--- config.mk ---
export PLATFORM = sky130hd
export DESIGN_NAME = and_unit_arbiter
export DESIGN_NICKNAME = d
export VERILOG_FILES = /design/src/rtl/and_unit_arbiter.sv
export SDC_FILE = /design/constraint.sdc
export NUM_CORES = 1
export LEC_CHECK = 0
export ABC_AREA = 1
export BUFFER_PORTS_ARGS = -buffer_cell sky130_fd_sc_hd__buf_2
export CAP_MARGIN = 10
export CORE_UTILIZATION = 40
export DETAILED_ROUTE_END_ITERATION = 10
export HOLD_SLACK_MARGIN = 0.12
export PLACE_DENSITY = 0.69
export SLEW_MARGIN = 20
export SYNTH_ARGS = -nofsm -noshare
export SYNTH_HDL_FRONTEND = slang
export SYNTH_SLANG_ARGS = --single-unit
--- constraint.sdc ---
create_clock -name clk -period 3.4 [get_ports clk]
set_input_delay 0 -clock clk [delete_from_list [all_inputs] [get_ports clk]]
set_output_delay 0 -clock clk [all_outputs]
set_load 0.01 [all_outputs]
--- src/rtl/and_unit_arbiter.sv ---
// Round-robin arbiter that shares one registered bitwise-AND unit among N_REQ requesters.
// Flow: IDLE (grant and latch operands) -> BUSY (compute) -> DONE (hold the result until ready).
module and_unit_arbiter #(
  parameter int N_REQ  = 4,
  parameter int DATA_W = 8,
  parameter int ID_W   = 2
) (
  input  logic                    clk,
  input  logic                    rst_n,
  input  logic [N_REQ-1:0]        req,
  input  logic [N_REQ*DATA_W-1:0] a_in,
  input  logic [N_REQ*DATA_W-1:0] b_in,
  output logic [N_REQ-1:0]        grant,
  output logic [DATA_W-1:0]       result,
  output logic [ID_W-1:0]         result_id,
  output logic                    result_valid,
  input  logic                    result_ready,
  output logic                    busy
);

  typedef enum logic [1:0] {
    S_IDLE = 2'd0,
    S_BUSY = 2'd1,
    S_DONE = 2'd2
  } state_t;

  state_t              r_state;
  state_t              w_state_nxt;
  logic [ID_W-1:0]     r_ptr;
  logic [ID_W-1:0]     w_ptr_nxt;
  logic [ID_W-1:0]     w_winner;
  logic                w_found;
  logic                w_accept;
  logic [N_REQ-1:0]    w_winner_oh;
  logic [DATA_W-1:0]   w_a_sel;
  logic [DATA_W-1:0]   w_b_sel;
  logic [DATA_W-1:0]   r_a_lat;
  logic [DATA_W-1:0]   r_b_lat;
  logic [N_REQ-1:0]    r_grant;
  logic [DATA_W-1:0]   r_result;
  logic [ID_W-1:0]     r_result_id;
  logic                r_result_valid;
  logic                r_busy;

  // The first pass covers indices from the pointer upward; the second pass
  // covers the indices below the pointer, which gives the modulo wrap.
  // NOTE: every signal written here gets a default first. Otherwise a path
  // that leaves a signal unassigned would infer a latch.
  always_comb begin
    w_found     = 1'b0;
    w_winner    = '0;
    w_winner_oh = '0;
    w_a_sel     = '0;
    w_b_sel     = '0;
    for (int i = 0; i < N_REQ; i++) begin
      if (!w_found && req[i] && (i >= int'(r_ptr))) begin
        w_found        = 1'b1;
        w_winner       = ID_W'(i);
        w_winner_oh[i] = 1'b1;
        w_a_sel        = a_in[i*DATA_W +: DATA_W];
        w_b_sel        = b_in[i*DATA_W +: DATA_W];
      end
    end
    for (int i = 0; i < N_REQ; i++) begin
      if (!w_found && req[i] && (i < int'(r_ptr))) begin
        w_found        = 1'b1;
        w_winner       = ID_W'(i);
        w_winner_oh[i] = 1'b1;
        w_a_sel        = a_in[i*DATA_W +: DATA_W];
        w_b_sel        = b_in[i*DATA_W +: DATA_W];
      end
    end
  end

  assign w_accept  = (r_state == S_IDLE) && w_found;
  assign w_ptr_nxt = (w_winner == ID_W'(N_REQ - 1)) ? '0 : w_winner + 1'b1;

  always_comb begin
    w_state_nxt = r_state;
    case (r_state)
      S_IDLE:  if (w_found) w_state_nxt = S_BUSY;
      S_BUSY:  w_state_nxt = S_DONE;
      S_DONE:  if (result_ready) w_state_nxt = S_IDLE;
      default: w_state_nxt = S_IDLE;
    endcase
  end

  // NOTE: sequential state uses non-blocking assignments. All flops then
  // update together from values sampled before the edge, with no ordering races.
  always_ff @(posedge clk or negedge rst_n) begin
    if (!rst_n) r_state <= S_IDLE;
    else        r_state <= w_state_nxt;
  end

  // NOTE: the operand latches are plain registers, not a memory. Resetting
  // them is cheap, and it keeps the state after reset deterministic.
  always_ff @(posedge clk or negedge rst_n) begin
    if (!rst_n) begin
      r_ptr          <= '0;
      r_a_lat        <= '0;
      r_b_lat        <= '0;
      r_grant        <= '0;
      r_result       <= '0;
      r_result_id    <= '0;
      r_result_valid <= 1'b0;
      r_busy         <= 1'b0;
    end else begin
      r_grant <= w_accept ? w_winner_oh : '0;
      if (w_accept) begin
        r_a_lat     <= w_a_sel;
        r_b_lat     <= w_b_sel;
        r_result_id <= w_winner;
        r_ptr       <= w_ptr_nxt;
      end
      if (r_state == S_BUSY) r_result <= r_a_lat & r_b_lat;
      // Flags are registered from the next state so that they line up with r_state.
      r_result_valid <= (w_state_nxt == S_DONE);
      r_busy         <= (w_state_nxt != S_IDLE);
    end
  end

  assign grant        = r_grant;
  assign result       = r_result;
  assign result_id    = r_result_id;
  assign result_valid = r_result_valid;
  assign busy         = r_busy;

endmodule

### Yosys cells after proc, flatten, opt, wreduce, memory -nomap -nowiden

Index checks and enable logic that the tools add are counted.
W data, S select, Z words.

| storage, ports and cells | value |
|---|---|
| flip-flop bits (word level) | 36 |
| output and inout port bits | 16 |
| logic and storage cells | 80 |

| operators by class | value |
|---|---|
| add/subtract/negate cells | 1 |
| $lt $le $gt $ge | 6 |
| eq/ne operators | 4 |
| muxes and demuxes | 38 |
| bitwise operators | 1 |
| reductions and logical operators | 21 |

Operators by type and width:

| cell | number |
|---|---|
| $mux W8 | 14 |
| $mux W2 | 8 |
| $mux W1 | 14 |
| $logic_and A1 B1 Y1 | 13 |
| $and A8 B8 Y8 | 1 |
| $eq A2 B2 Y1 const B | 3 |
| $logic_not A1 Y1 | 6 |
| $pmux W2 S3 | 1 |
| $ge A1 B2 Y1 const A | 2 |
| $lt A1 B2 Y1 const A | 2 |
| $mux W4 | 1 |
| $add A2 B1 Y2 const B | 1 |
| $eq A2 B1 Y1 const B | 1 |
| $ge A2 B2 Y1 const A | 1 |
| $logic_not A2 Y1 | 1 |
| $lt A2 B2 Y1 const A | 1 |
| $reduce_bool A2 Y1 | 1 |

### Longest topological paths before layout

Gate-level depths: netlist of the first run.

| logic depth | value |
|---|---|
| word-level depth | 29 |
| gate-level depth with buffers | 11 |
| mapped depth without buffers | 11 |

### Worst setup path after synthesis of the first run

No wires, ideal clock.

| timing path | value |
|---|---|
| kind | reg2reg |
| from | reg r_ptr[0] |
| to | reg r_ptr[1] |
| library setup time | 125 ps |
| arrival | 1485 ps |
| path slack | 1790 ps |
| stages on the path, launching flop included | 10 |
| path buffers | 1 |
| cells stage by stage | dfrtp_1 nor2_2 nand2_2 nand2_2 nor2_4 nand4_1 buf_2 nand2_1 o21ai_0 o21ai_1 |

| on the way | value |
|---|---|
| cells in the longest elaborated chain, start to end | 28 |
| elaborated cells between the ends (all ways) | 41 |

RTL lines:

| what | RTL line | RTL |
|---|---|---|
| from (decl) | 29 | `logic [ID_W-1:0] r_ptr;` |
| from (signal assigned) | 113 | `r_ptr <= w_ptr_nxt;` |
| $ge A1 B2 Y1 | 56 | `if (!w_found && req[i] && (i >= int'(r_ptr))) begin` |
| $logic_and A1 B1 Y1 | 56 |  |
| $mux W1 | 56 |  |
| $logic_not A1 Y1 | 56 |  |
| $logic_and A1 B1 Y1 (2 in series) | 56 |  |
| $mux W1 | 56 |  |
| $logic_not A1 Y1 | 56 |  |
| $logic_and A1 B1 Y1 (2 in series) | 56 |  |
| [8 not listed] | - |  |
| $logic_not A1 Y1 | 65 | `if (!w_found && req[i] && (i < int'(r_ptr))) begin` |
| $logic_and A1 B1 Y1 (2 in series) | 65 |  |
| $mux W1 | 65 |  |
| $logic_not A1 Y1 | 65 |  |
| $logic_and A1 B1 Y1 (2 in series) | 65 |  |
| $mux W2 | 65 |  |
| $add A2 B1 Y2 / $eq A2 B2 Y1 (equally long branches) | 76 | `assign w_ptr_nxt = (w_winner == ID_W'(N_REQ - 1)) ? '0 : w_winner + 1'b1;` |
| $mux W2 | 76 |  |

Several ways; a longest one is shown, not always the timed one.
A chain may end at the register's enable or synchronous reset.

### Worst setup path in the final report of the first run

| timing path | value |
|---|---|
| from | reg r_ptr[1] |
| to | reg r_a_lat[1] |

| on the way | value |
|---|---|
| cells in the longest elaborated chain, start to end | 27 |
| elaborated cells between the ends (all ways) | 39 |

RTL lines:

| what | RTL line | RTL |
|---|---|---|
| $ge A1 B2 Y1 | 56 |  |
| $logic_and A1 B1 Y1 | 56 |  |
| $mux W1 | 56 |  |
| $logic_not A1 Y1 | 56 |  |
| $logic_and A1 B1 Y1 (2 in series) | 56 |  |
| $mux W1 | 56 |  |
| $logic_not A1 Y1 | 56 |  |
| $logic_and A1 B1 Y1 (2 in series) | 56 |  |
| [7 not listed] | - |  |
| $mux W1 | 65 |  |
| $logic_not A1 Y1 | 65 |  |
| $logic_and A1 B1 Y1 (2 in series) | 65 |  |
| $mux W1 | 65 |  |
| $logic_not A1 Y1 | 65 |  |
| $logic_and A1 B1 Y1 (2 in series) | 65 |  |
| $mux W1 | 65 |  |
| $logic_and A1 B1 Y1 | 75 | `assign w_accept = (r_state == S_IDLE) && w_found;` |
| to (signal assigned) | 110 | `r_a_lat <= w_a_sel;` |
| to (decl) | 37 | `logic [DATA_W-1:0] r_a_lat;` |

Several ways; a longest one is shown, not always the timed one.

==> results of run 1 <==
==> state kept, by name, indices dropped and copies added (netlist names) <==
signal	cells
grant	4
result_valid	1
result_id	2
result	8
r_ptr	2
busy	1
r_b_lat	8
r_state	2
r_a_lat	8
==> cell families after synthesis <==
kind of cell | count (synthesis) | synth area share, %
flops | 36 | 35.00
compound gates | 9 | 1.944
simple gates | 312 | 52.75
buf+inv | 63 | 10.31
==> per-layer routing <==
| layer | wire length, um | GRT usage (%) | vias to the layer above |
|---|---|---|---|
| li1 | - | - | 1523 |
| met1 | 3680 | 35.07 | 1300 |
| met2 | 3245 | 36.61 | 104 |
| met3 | 445 | 2.198 | 7 |
| met4 | 67 | 5.789 | 0 |
| met5 | 0 | 0 | - |
==> power by group through the flow <==
| stage | combinational, mW | clock, mW | sequential (mW) |
|---|---|---|---|
| floorplan | 0.791 | 0 | 0.754 |
| global placement | 1.11 | 0 | 0.730 |
| detailed placement | 1.12 | 0 | 0.735 |
| CTS | 1.15 | 0.419 | 0.727 |
| global route | 1.31 | 0.444 | 0.752 |
| finish | 1.14 | 0.413 | 0.724 |
==> placed cells by master (no fill, tap or decap), types with 3 or more instances in the layout <==
| cell | instances |
|---|---|
| clkbuf_8 | 7 |
| nand3_1 | 62 |
| nand4_1 | 23 |
| nand2_2 | 4 |
| o21ai_0 | 4 |
| buf_4 | 3 |
| nand2_1 | 123 |
| inv_1 | 44 |
| dfrtp_1 | 36 |
| nor2_1 | 93 |
| buf_2 | 86 |
| dlygate4sd3_1 | 17 |
==> cell type report <==
type                       count  area [um^2]
timing repair buffer         106        623.1
clock inverter                 1        30.03
tap                           75        93.84
clock buffer                   7        96.34
multi-input combinational    321         1408
sequential                    36        900.9
inverter                      46        175.2
fill                         636         2734
==> how the worst max path moves through the flow <==
| stage | from | to | slack, ns |
|---|---|---|---|
| floorplan | r_ptr[0] | r_ptr[1] | 1.79 |
| global placement | r_ptr[0] | r_a_lat[6] | 1.19 |
| detailed placement | r_ptr[0] | r_a_lat[1] | 1.12 |
| CTS | r_ptr[0] | r_a_lat[1] | 1.10 |
| global route | r_ptr[1] | r_a_lat[6] | 0.80 |
| finish | r_ptr[1] | r_a_lat[1] | 1.09 |
==> critical path: stages (launching register included) <==
cell	delay, ns
dfrtp_1	0.40
nor2_2	0.10
nand2_2	0.41
nand2_2	0.16
nor2_4	0.28
buf_4	0.27
nand2_1	0.08
nor2_2	0.22
nand3_1	0.11
nand2_1	0.08
nor2_1	0.04
nor2_1	0.07
==> through the flow <==
stage                     utilization (%)  instance area, um^2  cells
final                               54.89                 3327    592
after global placement              50.00                 3030    567
after CTS                           54.89                 3327    592
after floorplan                         -                 2574    420
after detailed placement            50.00                 3030    567
after global routing                54.89                 3327    592
==> metrics.txt, run 1 <==
overall routed net length 7438 um; total half-perimeter wirelength after legalization and detailed placement 5454 um; reg-to-reg critical path startpoint r_ptr[1]; post-route clock skew 0.004950 ns; sequential fraction of design power 31.8%; width of the chip 82.22 um; most numerous cell in the Yosys netlist nand2_1; DRC violations left 0; critical path class reg -> reg; clock input transition at the sequential cells of the worst setup and hold paths 0.08 ns; Final Max Tran Viols 0; share of async-settable or async-resettable flops after synthesis 100.0%; net switching fraction of the power 43.96%; number of warnings issued by yosys 0; post-route worst hold slack 0.1276 ns; sequential area share after synthesis 35.00%; sum of internal, switching and leakage power 2.277 mW; Antenna diodes 0; maximum number of pins on one net before global-route repair 37; Final nets 587; maximum root-to-sink buffer count 2; distinct cell type count of the synthesized netlist 22; worst min-delay path category in -> reg; portion of synthesized cell area occupied by the leading cell type 35.00%; reg2reg setup slack 1.09 ns; worst-case headroom to the max-slew limit 47.37%; post-synthesis instance area 2574 um^2; number of register bits inferred by synthesis 36; Achievable Freq 0.4325 GHz; power density over the cells 684.4 nW/um^2; Iteration-0 DRC Markers 254; setup total negative slack 0 ns; fraction of power consumed by combinational cells 50.1%; count of flip-flops with a built-in enable after synthesis 0; IO Port Bufs 86; GP Congestion 0.8938; clock tree from TritonCTS built; crit-path max FO 27; overall routing resource usage 23.66%; total setup buffers inserted after CTS 0; level count of the clock H-tree 2; Final Hold Viols 0; fraction of final layout cells sized beyond drive strength 1 20.89%; cell chosen for the clock root clkbuf_8; Worst Min Path Start b_in[29]; number of endpoints failing setup at the final stage 0; final critical path time including I/O delays and setup 2.312 ns; cells after synthesis 420; Clock Latency Late Sink 0.28 ns; cell-internal power 1.276 mW; dominant cell type by area after synthesis dfrtp_1; routed vias/inst 4.956; total global routing overflow 0; antenna violations before repair 0; Static Leakage 1.956 nW; via count of the first global-routing pass 2586; Resized Gates After CTS 0; post-synthesis area per instance 6.128 um^2; CTS sink count 36; hold-fix buffer count after cts 17; Area contributors post-synth dfrtp_1 35%, nand2_1 18%, nor2_1 14%; number of standard-cell rows in the floorplan 28; crit share post-route 68.00%; core area 6061 um^2; RSZ-0062 raised after global routing false; area growth from synthesis to layout 29.27%; CP Data Required Time 3.62 ns; status completed; # Max-Cap Violations 0; area enclosed by the die boundary 6759 um^2; Worst Slack Setup Final 1.088 ns; power spent charging and discharging nets 1.001 mW; destination of the worst register-to-register timing path r_a_lat[1]; Antenna Nets Post-Route 0; crit end category flip-flop; number of ports placed on the die boundary 87; floorplan die height 82.22 um; hold path endpoint r_b_lat[5]; Initial Utilization 42.46%; category of the worst setup path launch point flip-flop; top cells by count, synth 123 x nand2_1, 93 x nor2_1, 62 x nand3_1, 44 x inv_1, 36 x dfrtp_1; clock network power share 18.1%; maximum resistive drop on vdd 0.3879 mV; most instantiated flip-flop cell in the synthesis netlist dfrtp_1; Worst Hold Depth 7; WL per Instance 12.56 um; Worst Tran Pin Value 0.7895 ns; critical path arrival 2.53 ns; global-route wire length before repair 12190 um; vias 2934; drt pass-1 iters 4; Mapped Nets 491; worst slack, placed 1.124 ns; clock buffers created by TritonCTS 5; length in cells of the worst reg-to-reg path 11
Power figures use the tool's default switching activity.
==> inputs of run 2 (changes only) <==
Settings changed: ABC_AREA 1 to 0, PLACE_DENSITY 0.69 to 0.72.
Clock period 3.4 ns to 2.05 ns, I/O delays scaled along.
==> metrics.txt, run 2 <==
WL per Instance 17.68 um; portion of synthesized cell area occupied by the leading cell type 35.54%; most instantiated flip-flop cell in the synthesis netlist dfrtp_1; Final Hold Viols 0; drt pass-1 iters 5; post-route worst hold slack 0.1082 ns; share of async-settable or async-resettable flops after synthesis 100.0%; IO Port Bufs 86; total setup buffers inserted after CTS 0; met3 Use GR 7.556%; number of standard-cell rows in the floorplan 28; sequential area share after synthesis 35.54%; power density over the cells 1114 nW/um^2; Area contributors post-synth dfrtp_1 36%, nand2_1 6.7%, a21oi_1 5.5%; Final nets 514; number of ports placed on the die boundary 87; area growth from synthesis to layout 41.16%; worst min-delay path category in -> reg; Initial Utilization 42.07%; antenna violations before repair 0; CP Data Required Time 2.21 ns; post-route clock skew 0.004471 ns; critical path class reg -> reg; number of warnings issued by yosys 0; floorplan die height 81.61 um; CTS sink count 36; distinct cell type count of the synthesized netlist 51; global-route wire length before repair 14740 um; Worst Slack Setup Final 0.1420 ns; DRC violations left 0; core area 6026 um^2; maximum resistive drop on vdd 0.5302 mV; global-route track usage on met1 36.68%; worst-case headroom to the max-slew limit 44.47%; total half-perimeter wirelength after legalization and detailed placement 5936 um; final critical path time including I/O delays and setup 1.908 ns; count of flip-flops with a built-in enable after synthesis 0; commonest non-fill, non-tap cells in the layout 86 x buf_2, 45 x nand2_1, 45 x dlygate4sd3_1; Antenna Nets Post-Route 0; category of the worst setup path launch point flip-flop; Antenna diodes 0; Final Max Tran Viols 0; Mapped Nets 389; dominant cell type by area after synthesis dfrtp_1; setup total negative slack 0 ns; clock buffers created by TritonCTS 5; worst slack, placed 0.04449 ns; status completed; final cell area excluding filler cells 3578 um^2; Filler Cell Count 539; global routing's busiest layer met2; crit-path max FO 11; most common cell after layout, fill and taps aside buf_2; Iteration-0 DRC Markers 250; total global routing overflow 0; GP Congestion 0.8881; fraction of final layout cells sized beyond drive strength 1 27.77%; RSZ-0062 raised after global routing false; clock input transition at the sequential cells of the worst setup and hold paths 0.07 ns; post-synthesis instance area 2535 um^2; overall routed net length 9157 um; highest-delay cell along the critical path dfrtp_1; Worst Tran Pin Value 0.8330 ns; most numerous cell in the Yosys netlist nand2_1; sum of internal, switching and leakage power 3.987 mW; critical path arrival 2.06 ns; maximum number of pins on one net before global-route repair 37; overall routing resource usage 29.23%; routed vias/inst 5.915; max incr delay on CP 0.46 ns; crit share post-route 93.07%; top cells by count, synth 45 x nand2_1, 36 x dfrtp_1, 28 x a21oi_1, 28 x o21ai_0, 18 x or3_1; routing usage on met2 48.42%; chain of cells forming the critical path nor2b_1 -> o2111a_1 -> buf_4 -> a221oi_1 -> a21oi_1; area enclosed by the die boundary 6659 um^2; clock tree from TritonCTS built; crit end category flip-flop; number of endpoints failing setup at the final stage 0; via count of the first global-routing pass 3114; width of the chip 81.61 um; Static Leakage 1.643 nW; number of register bits inferred by synthesis 36; Achievable Freq 0.5241 GHz; Clock Latency Late Sink 0.29 ns; # Max-Cap Violations 0; cell chosen for the clock root clkbuf_8; level count of the clock H-tree 2; maximum root-to-sink buffer count 2; cells after synthesis 318; post-synthesis area per instance 7.971 um^2; vias 3064; post-detailed-placement cell area 3042 um^2
[run 2: changes by cell type after synthesis, moves of 24 or more]
cell / change
a21oi_1: +26
nand3_1: -47
inv_1: -41
o21ai_0: +24
nand2_1: -78
nor2_1: -78
[run 2: cell families (layout without fill, tap and decap cells)]
kind of cell / after synthesis / count (layout) / share of synthesized area, %
compound gates: 117 / 117 / 31.64
buf+inv: 37 / 162 / 7.058
flops: 36 / 36 / 35.54
mux: 1 / 1 / 0.4442
simple gates: 127 / 127 / 25.32
[run 2: area by class of cell]
class                           count  area [um^2]  area share (%)
Clock buffer                        6        72.57           2.028
Clock inverter                      1        5.005          0.1399
Inverter                            5        18.77          0.5245
Multi-Input combinational cell    245         1464           40.91
Sequential cell                    36        900.9           25.17
Tap cell                           75        93.84           2.622
Timing Repair Buffer              150         1023           28.60
[run 2: layer usage]
| metal | vias to the layer above | share of wire (%) |
|---|---|---|
| met4 | 0 | 1.4 |
| met1 | 1429 | 40 |
| met3 | 16 | 10 |
| li1 | 1436 | - |
| met2 | 183 | 48 |
| met5 | - | 0 |
[run 2: worst paths after layout]
kind / depth (start not counted) / end / startpoint / slack, ns
worst max register to register: 5 / r_a_lat[2] / r_ptr[1] / 0.14
worst max-delay path: 5 / r_a_lat[2] / r_ptr[1] / 0.14
worst min-delay path: 4 / r_b_lat[2] / b_in[18] / 0.11
max in group asynchronous: 2 / r_a_lat[6] / rst_n / 1.17
min in group asynchronous: 2 / result[2] / rst_n / 0.35
worst min register to register: 2 / result[2] / result[2] / 0.47
[run 2: worst max-delay path, delay by kind of cell, from the launching register on]
kind	cells	cell delay, ns
and+or+nand+nor	1	0.18
buffers and inverters	1	0.26
AOI/OAI and AO/OA	3	0.87
DFF	1	0.46
[run 2: power by group]
group          internal (mW)  switching [mW]
clock network          0.231           0.252
registers               1.04           0.185
logic                  0.967            1.31
[run 2: through the flow]
stage	cells	util, %
finish	518	59.39
global placement	466	50.48
floorplan	318	-
detailed placement	466	50.48
global route	518	59.39
CTS	518	59.24
[run 2: timing repair]
action,4_1_cts,5_1_grt
endpoints found under the setup margin,0,15
gates resized for setup,0,3
hold endpoints to repair,55,0
hold buffers,45,0
